===== src/rtl/vga_pkg.sv =====
// rtl/vga_pkg.sv - shared VGA line-loader types and default timing constants
package vga_pkg;

  localparam int H_ACTIVE_DEF = 1920;
  localparam int V_ACTIVE_DEF = 1080;

  typedef logic [23:0] pixel_t;  // {R,G,B}

  typedef enum logic [2:0] {
    ST_IDLE,
    ST_ARM,
    ST_FETCH,
    ST_DRAIN,
    ST_ABORT
  } state_t;

endpackage


===== src/rtl/sync_pulse.sv =====
// rtl/sync_pulse.sv - 2-FF synchroniser followed by a rising-edge detector
module sync_pulse (
  input  logic iCLK,
  input  logic iRST_N,
  input  logic i_async,
  output logic o_pulse
);

  // [1:0] are the synchroniser stages, [2] holds the previous synchronised value
  logic [2:0] r_sync;

  always_ff @(posedge iCLK or negedge iRST_N) begin
    if (!iRST_N) r_sync <= '0;
    else         r_sync <= {r_sync[1:0], i_async};
  end

  assign o_pulse = r_sync[1] & ~r_sync[2];

endmodule


===== src/rtl/vga_line_loader.sv =====
// rtl/vga_line_loader.sv - fetches one video line from frame memory into the line FIFO
module vga_line_loader
  import vga_pkg::*;
#(
  parameter int H_ACTIVE   = H_ACTIVE_DEF,
  parameter int V_ACTIVE   = V_ACTIVE_DEF,
  parameter int ADDR_W     = 22,
  parameter int BASE_ADDR  = 0,
  parameter int FIFO_DEPTH = 2048,
  parameter int MAX_OUTST  = 4
) (
  input  logic              iCLK,
  input  logic              iRST_N,
  input  logic              iLOAD_REQ,
  input  logic [12:0]       iLOAD_VLINE,
  input  logic              iFIFO_CLEAR,
  output logic [ADDR_W-1:0] oMEM_ADDR,
  output logic              oMEM_RD,
  input  logic              iMEM_WAIT,
  input  logic              iMEM_RDVALID,
  input  pixel_t            iMEM_DATA,
  output pixel_t            oFIFO_WDATA,
  output logic              oFIFO_WREQ,
  input  logic [11:0]       iFIFO_WUSEDW,
  output logic              oFIFO_ACLR,
  output logic              oBUSY,
  output logic              oOVERRUN
);

  localparam int CNT_W = $clog2(H_ACTIVE + 1);
  localparam int OUT_W = $clog2(MAX_OUTST + 1);

  if (64'(BASE_ADDR) + 64'(H_ACTIVE) * 64'(V_ACTIVE) > (64'd1 << ADDR_W)) begin : g_addr_chk
    $error("frame does not fit in the memory address space");
  end
  if (H_ACTIVE > FIFO_DEPTH) begin : g_depth_chk
    $error("line FIFO cannot hold a full line");
  end

  state_t            r_state, w_next;
  logic [ADDR_W-1:0] r_base;
  logic [ADDR_W-1:0] w_line;
  logic [CNT_W-1:0]  r_rd_cnt, r_wr_cnt;
  logic [OUT_W-1:0]  r_outst;
  logic              r_rd_hold, r_aclr, r_overrun, r_wreq;
  pixel_t            r_wdata;
  logic              w_load_edge, w_clr_edge, w_can_issue, w_accept;

  sync_pulse u_sync_load (
    .iCLK    (iCLK),
    .iRST_N  (iRST_N),
    .i_async (iLOAD_REQ),
    .o_pulse (w_load_edge)
  );

  sync_pulse u_sync_clear (
    .iCLK    (iCLK),
    .iRST_N  (iRST_N),
    .i_async (iFIFO_CLEAR),
    .o_pulse (w_clr_edge)
  );

  assign w_line = (int'(iLOAD_VLINE) >= V_ACTIVE) ? ADDR_W'(V_ACTIVE - 1) : ADDR_W'(iLOAD_VLINE);

  // Count in-flight reads against FIFO room so every returned word always fits
  assign w_can_issue = (r_rd_cnt < CNT_W'(H_ACTIVE)) &&
                       (r_outst < OUT_W'(MAX_OUTST)) &&
                       (int'(iFIFO_WUSEDW) + int'(r_outst) < FIFO_DEPTH);
  assign w_accept    = oMEM_RD & ~iMEM_WAIT;

  always_ff @(posedge iCLK or negedge iRST_N) begin
    if (!iRST_N) r_state <= ST_IDLE;
    else         r_state <= w_next;
  end

  always_comb begin
    w_next = r_state;
    case (r_state)
      ST_IDLE:  if (w_load_edge && !w_clr_edge) w_next = ST_ARM;
      ST_ARM:   w_next = w_clr_edge ? ST_ABORT : ST_FETCH;
      ST_FETCH: begin
        if (w_clr_edge)                         w_next = ST_ABORT;
        else if (r_rd_cnt == CNT_W'(H_ACTIVE))  w_next = ST_DRAIN;
      end
      ST_DRAIN: begin
        if (w_clr_edge)                         w_next = ST_ABORT;
        else if (r_wr_cnt == CNT_W'(H_ACTIVE))  w_next = ST_IDLE;
      end
      ST_ABORT: if (r_outst == '0) w_next = ST_IDLE;
      default:  w_next = ST_IDLE;
    endcase
  end

  always_comb begin
    oBUSY   = 1'b0;
    oMEM_RD = 1'b0;
    case (r_state)
      ST_IDLE:  ;
      ST_FETCH: begin
        oBUSY   = 1'b1;
        oMEM_RD = r_rd_hold | w_can_issue;
      end
      default:  oBUSY = 1'b1;
    endcase
  end

  assign oMEM_ADDR   = oMEM_RD ? r_base + ADDR_W'(r_rd_cnt) : '0;
  assign oFIFO_WDATA = r_wdata;
  assign oFIFO_WREQ  = r_wreq;
  assign oFIFO_ACLR  = r_aclr;
  assign oOVERRUN    = r_overrun;

  always_ff @(posedge iCLK or negedge iRST_N) begin
    if (!iRST_N) begin
      r_base    <= '0;
      r_rd_cnt  <= '0;
      r_wr_cnt  <= '0;
      r_outst   <= '0;
      r_rd_hold <= 1'b0;
      r_aclr    <= 1'b0;
      r_overrun <= 1'b0;
      r_wreq    <= 1'b0;
      r_wdata   <= '0;
    end else begin
      r_aclr <= w_clr_edge;
      if (w_clr_edge)                              r_overrun <= 1'b0;
      else if (w_load_edge && r_state != ST_IDLE)  r_overrun <= 1'b1;

      r_wreq <= iMEM_RDVALID && (r_state != ST_ABORT);
      if (iMEM_RDVALID) r_wdata <= iMEM_DATA;

      case ({w_accept, iMEM_RDVALID})
        2'b10:   r_outst <= r_outst + OUT_W'(1);
        2'b01:   r_outst <= r_outst - OUT_W'(1);
        default: ;
      endcase

      // A stalled request must stay up until taken, unless the fetch is being aborted
      r_rd_hold <= oMEM_RD && iMEM_WAIT && !w_clr_edge;

      if (r_state == ST_ARM) begin
        r_base   <= ADDR_W'(BASE_ADDR) + w_line * ADDR_W'(H_ACTIVE);
        r_rd_cnt <= '0;
        r_wr_cnt <= '0;
      end else begin
        if (w_accept) r_rd_cnt <= r_rd_cnt + CNT_W'(1);
        if (iMEM_RDVALID && r_state != ST_ABORT) r_wr_cnt <= r_wr_cnt + CNT_W'(1);
      end
    end
  end

endmodule


===== config.mk =====
export PLATFORM = sky130hd
export DESIGN_NAME = vga_line_loader
export DESIGN_NICKNAME = d
export VERILOG_FILES = /design/src/rtl/vga_pkg.sv /design/src/rtl/sync_pulse.sv /design/src/rtl/vga_line_loader.sv
export SDC_FILE = /design/constraint.sdc
export NUM_CORES = 1
export LEC_CHECK = 0
export ABC_CLOCK_PERIOD_IN_PS = 2500
export BUFFER_PORTS_ARGS = -buffer_cell sky130_fd_sc_hd__buf_2
export CAP_MARGIN = 25
export CORE_ASPECT_RATIO = 0.6
export CORE_UTILIZATION = 50
export DETAILED_ROUTE_END_ITERATION = 8
export PLACE_DENSITY_LB_ADDON = 0.2
export SKIP_LAST_GASP = 1
export SYNTH_ARGS = -nofsm -noshare
export SYNTH_HDL_FRONTEND = slang
export SYNTH_HIERARCHICAL = 1
export SYNTH_SLANG_ARGS = --single-unit
export TNS_END_PERCENT = 5

===== constraint.sdc =====
create_clock -name iCLK -period 2.5 [get_ports iCLK]
set_input_delay 0.5 -clock iCLK [delete_from_list [all_inputs] [get_ports iCLK]]
set_output_delay 0.5 -clock iCLK [all_outputs]
set_load 0.1 [all_outputs]

==> reports/metrics.yaml <==
pwr-share-clk_pct: 22.4
grt_pass1_vias: 4345
finClkSkew_ns: 0.00541
dp_worst_setup_slack_ns: -1.65
rrSetupSlack_ns: 0.02
synth_enable_flop_cells: 0
slew_violations: 0
cp_cell_sequence: "buf_6, nor4_4, nand2_2, a211oi_4, buf_4, buf_4, and2_4, fa_1, inv_2, fa_1, inv_1, ha_2, a21oi_4, nand2_1, a21oi_1, nor4_1, a211o_1"
seq_area_frac_synth_pct: 37.6
synthFlopType: "dfrtp_1"
fmax_mhz: 274
h-tree-depth: 3
cap_violations: 0
start_util_pct: 51.7
synth.avg_cell_area_um2: 9.69
switchingPower_mw: 2.42
core-area_um2: 9910
area_growth_pct: 37.8
clk_pin_slew_ns: 0.06
violations: "negative setup slack"
hpwl_um: 9660
critPathArrivalTime_ns: 3.87
leakagePower_nw: 3.33
cp_slowest_cell: "fa_1"
drt_pre_antenna_iters: 5
swShare_pct: 43.2
synth_area_leader_cell: "dfrtp_1"
path_class: "in2reg"
ys_ff_latch: 77
final-setup-viol-count: 34
slew_headroom_pct: 60.3
end_kind: "register"
route.vias.total: 4528
clk_latency_ns: 0.33
tightest_slew_ns: 0.596
grt_pass1_wl_um: 21000
cts_tree: "yes"
synth.most_common_cell: "dfrtp_1"
drt_wl_total_um: 13000
fp-row-count: 28
cp_max_fo: 5
ir_drop_mv: 0.578
cts_hold_buf: 0
gr-usage-all-layers_pct: 25.2
worstPathRequired_ns: 2.72
outcome: "complete, but fails checks"
regToRegStartpoint: "r_outst[2]"
internal-power_mw: 3.18
clockRootBuffer: "clkbuf_16"
ys_top_cells_by_area: "dfrtp_1 38%, fa_1 7.4%, ha_1 7.1%"
ioPinCount: 106
p_comb_share_pct: 46.6
ys_warn_count: 6
clock_sinks: 77
critPathTopFamily: "adder cells"
synth_cell_types: 57
buffer_ports.inserted: 105
slowest_delay_ns: 0.43
layout.nets: 812
die_h_um: 80.4
syn_inst: 529
grt_max_degree: 45
routedWlPerCell_um: 15.3
powerDensity_nw_per_um2: 793
rsz0062_at_grt: "yes"
finalWorstSetupSlack_ns: -1.15
drt_iter0_drc: 198
start_kind: "primary input"
clock_path_buffers: 2
grt_overflow_total: 0
synth_top_area_share_pct: 37.6
ant_nets: 0
hp-class: "in2async"
synthArstFlopShare_pct: 100
n_antenna_cell: 0
place_congestion: 0.863
critPathBufInv: 5
syn_area_um2: 5120
hold_viol: 0
antenna_found_initial: 0
die_x_um: 133
drive_gt1_share_pct: 38.0
setup-tns-final_ns: -18.46
cts_buffers: 9
final_util_pct: 71.2
fin_crit_ns: 3.65
die_area_um2: 10700
hold_slack_ns: 0.163
r2r_cells: 12
seq_power_share_pct: 31.0
fin_crit_sh_pct: 146
synth_commonest_cells: "77 x dfrtp_1, 51 x inv_1, 42 x nand2_1"
drc_errors: 0
drt-vias-per-instance: 5.33
r2r_end: "r_outst[2]"
## worst max-delay path by stage
stage	endpoint	start	depth (start not counted)	slack [ns]
floorplan	r_base[16]	iLOAD_VLINE[7]	14	-1.21
CTS	r_base[20]	iLOAD_VLINE[9]	16	-1.12
global placement	r_base[20]	iLOAD_VLINE[7]	16	-1.46
finish	r_base[18]	iLOAD_VLINE[7]	17	-1.15
detailed placement	r_base[20]	iLOAD_VLINE[7]	16	-1.65
global route	r_base[20]	iLOAD_VLINE[7]	17	-1.27
## registers in the layout, summed over array words and instances, names as in the netlist, 3 cells and up
register	cells
oFIFO_WDATA	24
r_base	15
r_rd_cnt	11
r_wr_cnt	11
r_outst	3
r_state	3
u_sync_clear/r_sync	3
u_sync_load/r_sync	3
## worst reg2reg max path, cell delays in order, from the launching register on
cell	delay [ns]
dfrtp_1	0.38
ha_1	0.30
nand4_1	0.10
a211o_1	0.31
a21oi_4	0.14
inv_1	0.08
nand2b_2	0.08
ha_1	0.17
inv_1	0.06
fa_1	0.37
xor2_1	0.15
nor2_1	0.13
xor2_1	0.15
## power by group through the flow
| stage | registers (mW) | logic (mW) | clock network (mW) |
|---|---|---|---|
| floorplan | 2.08 | 1.40 | 0 |
| global placement | 1.74 | 2.40 | 0 |
| detailed placement | 1.75 | 2.47 | 0 |
| CTS | 1.73 | 2.55 | 1.29 |
| global route | 1.77 | 2.81 | 1.33 |
| finish | 1.74 | 2.61 | 1.25 |
## stage by stage
step	area, µm²	power, mW	instances
after global routing	7060	5.92	849
after global placement	6560	4.14	828
final	7060	5.60	849
after floorplan	5200	3.48	532
after detailed placement	6560	4.22	828
after CTS	6990	5.57	847
## kinds of logic after synthesis
family / synth area share, %
simple gates: 18.1
mux: 5.69
compound gates: 12.1
flops: 37.6
other cells: 0.147
fa+ha+maj: 14.9
xor+xnor: 6.15
buf+inv: 5.37
## cells in the final DEF, fill, tap and decap left out, types with 5 or more instances in the layout
master	instances
o211ai_1	5
nor3b_1	6
ha_1	22
conb_1	5
buf_2	89
buf_4	76
a211o_1	6
nor3_1	6
nand2_1	39
inv_2	5
or3_1	10
inv_1	47
nand4_1	12
nor2_1	39
fa_1	17
and2_1	8
o21ai_0	23
xor2_1	12
nand3_1	10
a21oi_1	19
ha_4	5
buf_12	14
clkbuf_16	9
xnor2_1	23
nor4_1	9
dfrtp_1	77
mux2_2	25
## timing repair
action                     CTS  global route
cloned                       1             0
resized for setup           24            15
pin swaps                   16            14
setup endpoints to repair   34            36
setup buffers                2             2
## final cells by class
type,count,area (µm²)
multi-input cells,387,3150
fillers,753,2850
flip-flops and latches,77,1930
repair buffers,182,1330
clock buffers,11,253
inverters,52,195
well taps,135,169
clock inverters,5,41.3
## layer usage
| layer | up-vias | track usage, % | part of all wire [%] |
|---|---|---|---|
| met5 | - | 0 | 0 |
| met4 | 0 | 5.52 | 0.99 |
| met3 | 16 | 5.68 | 5.6 |
| met2 | 144 | 39.5 | 46 |
| met1 | 2180 | 35.7 | 48 |
| li1 | 2188 | - | - |
Power figures use the tool's default switching activity.
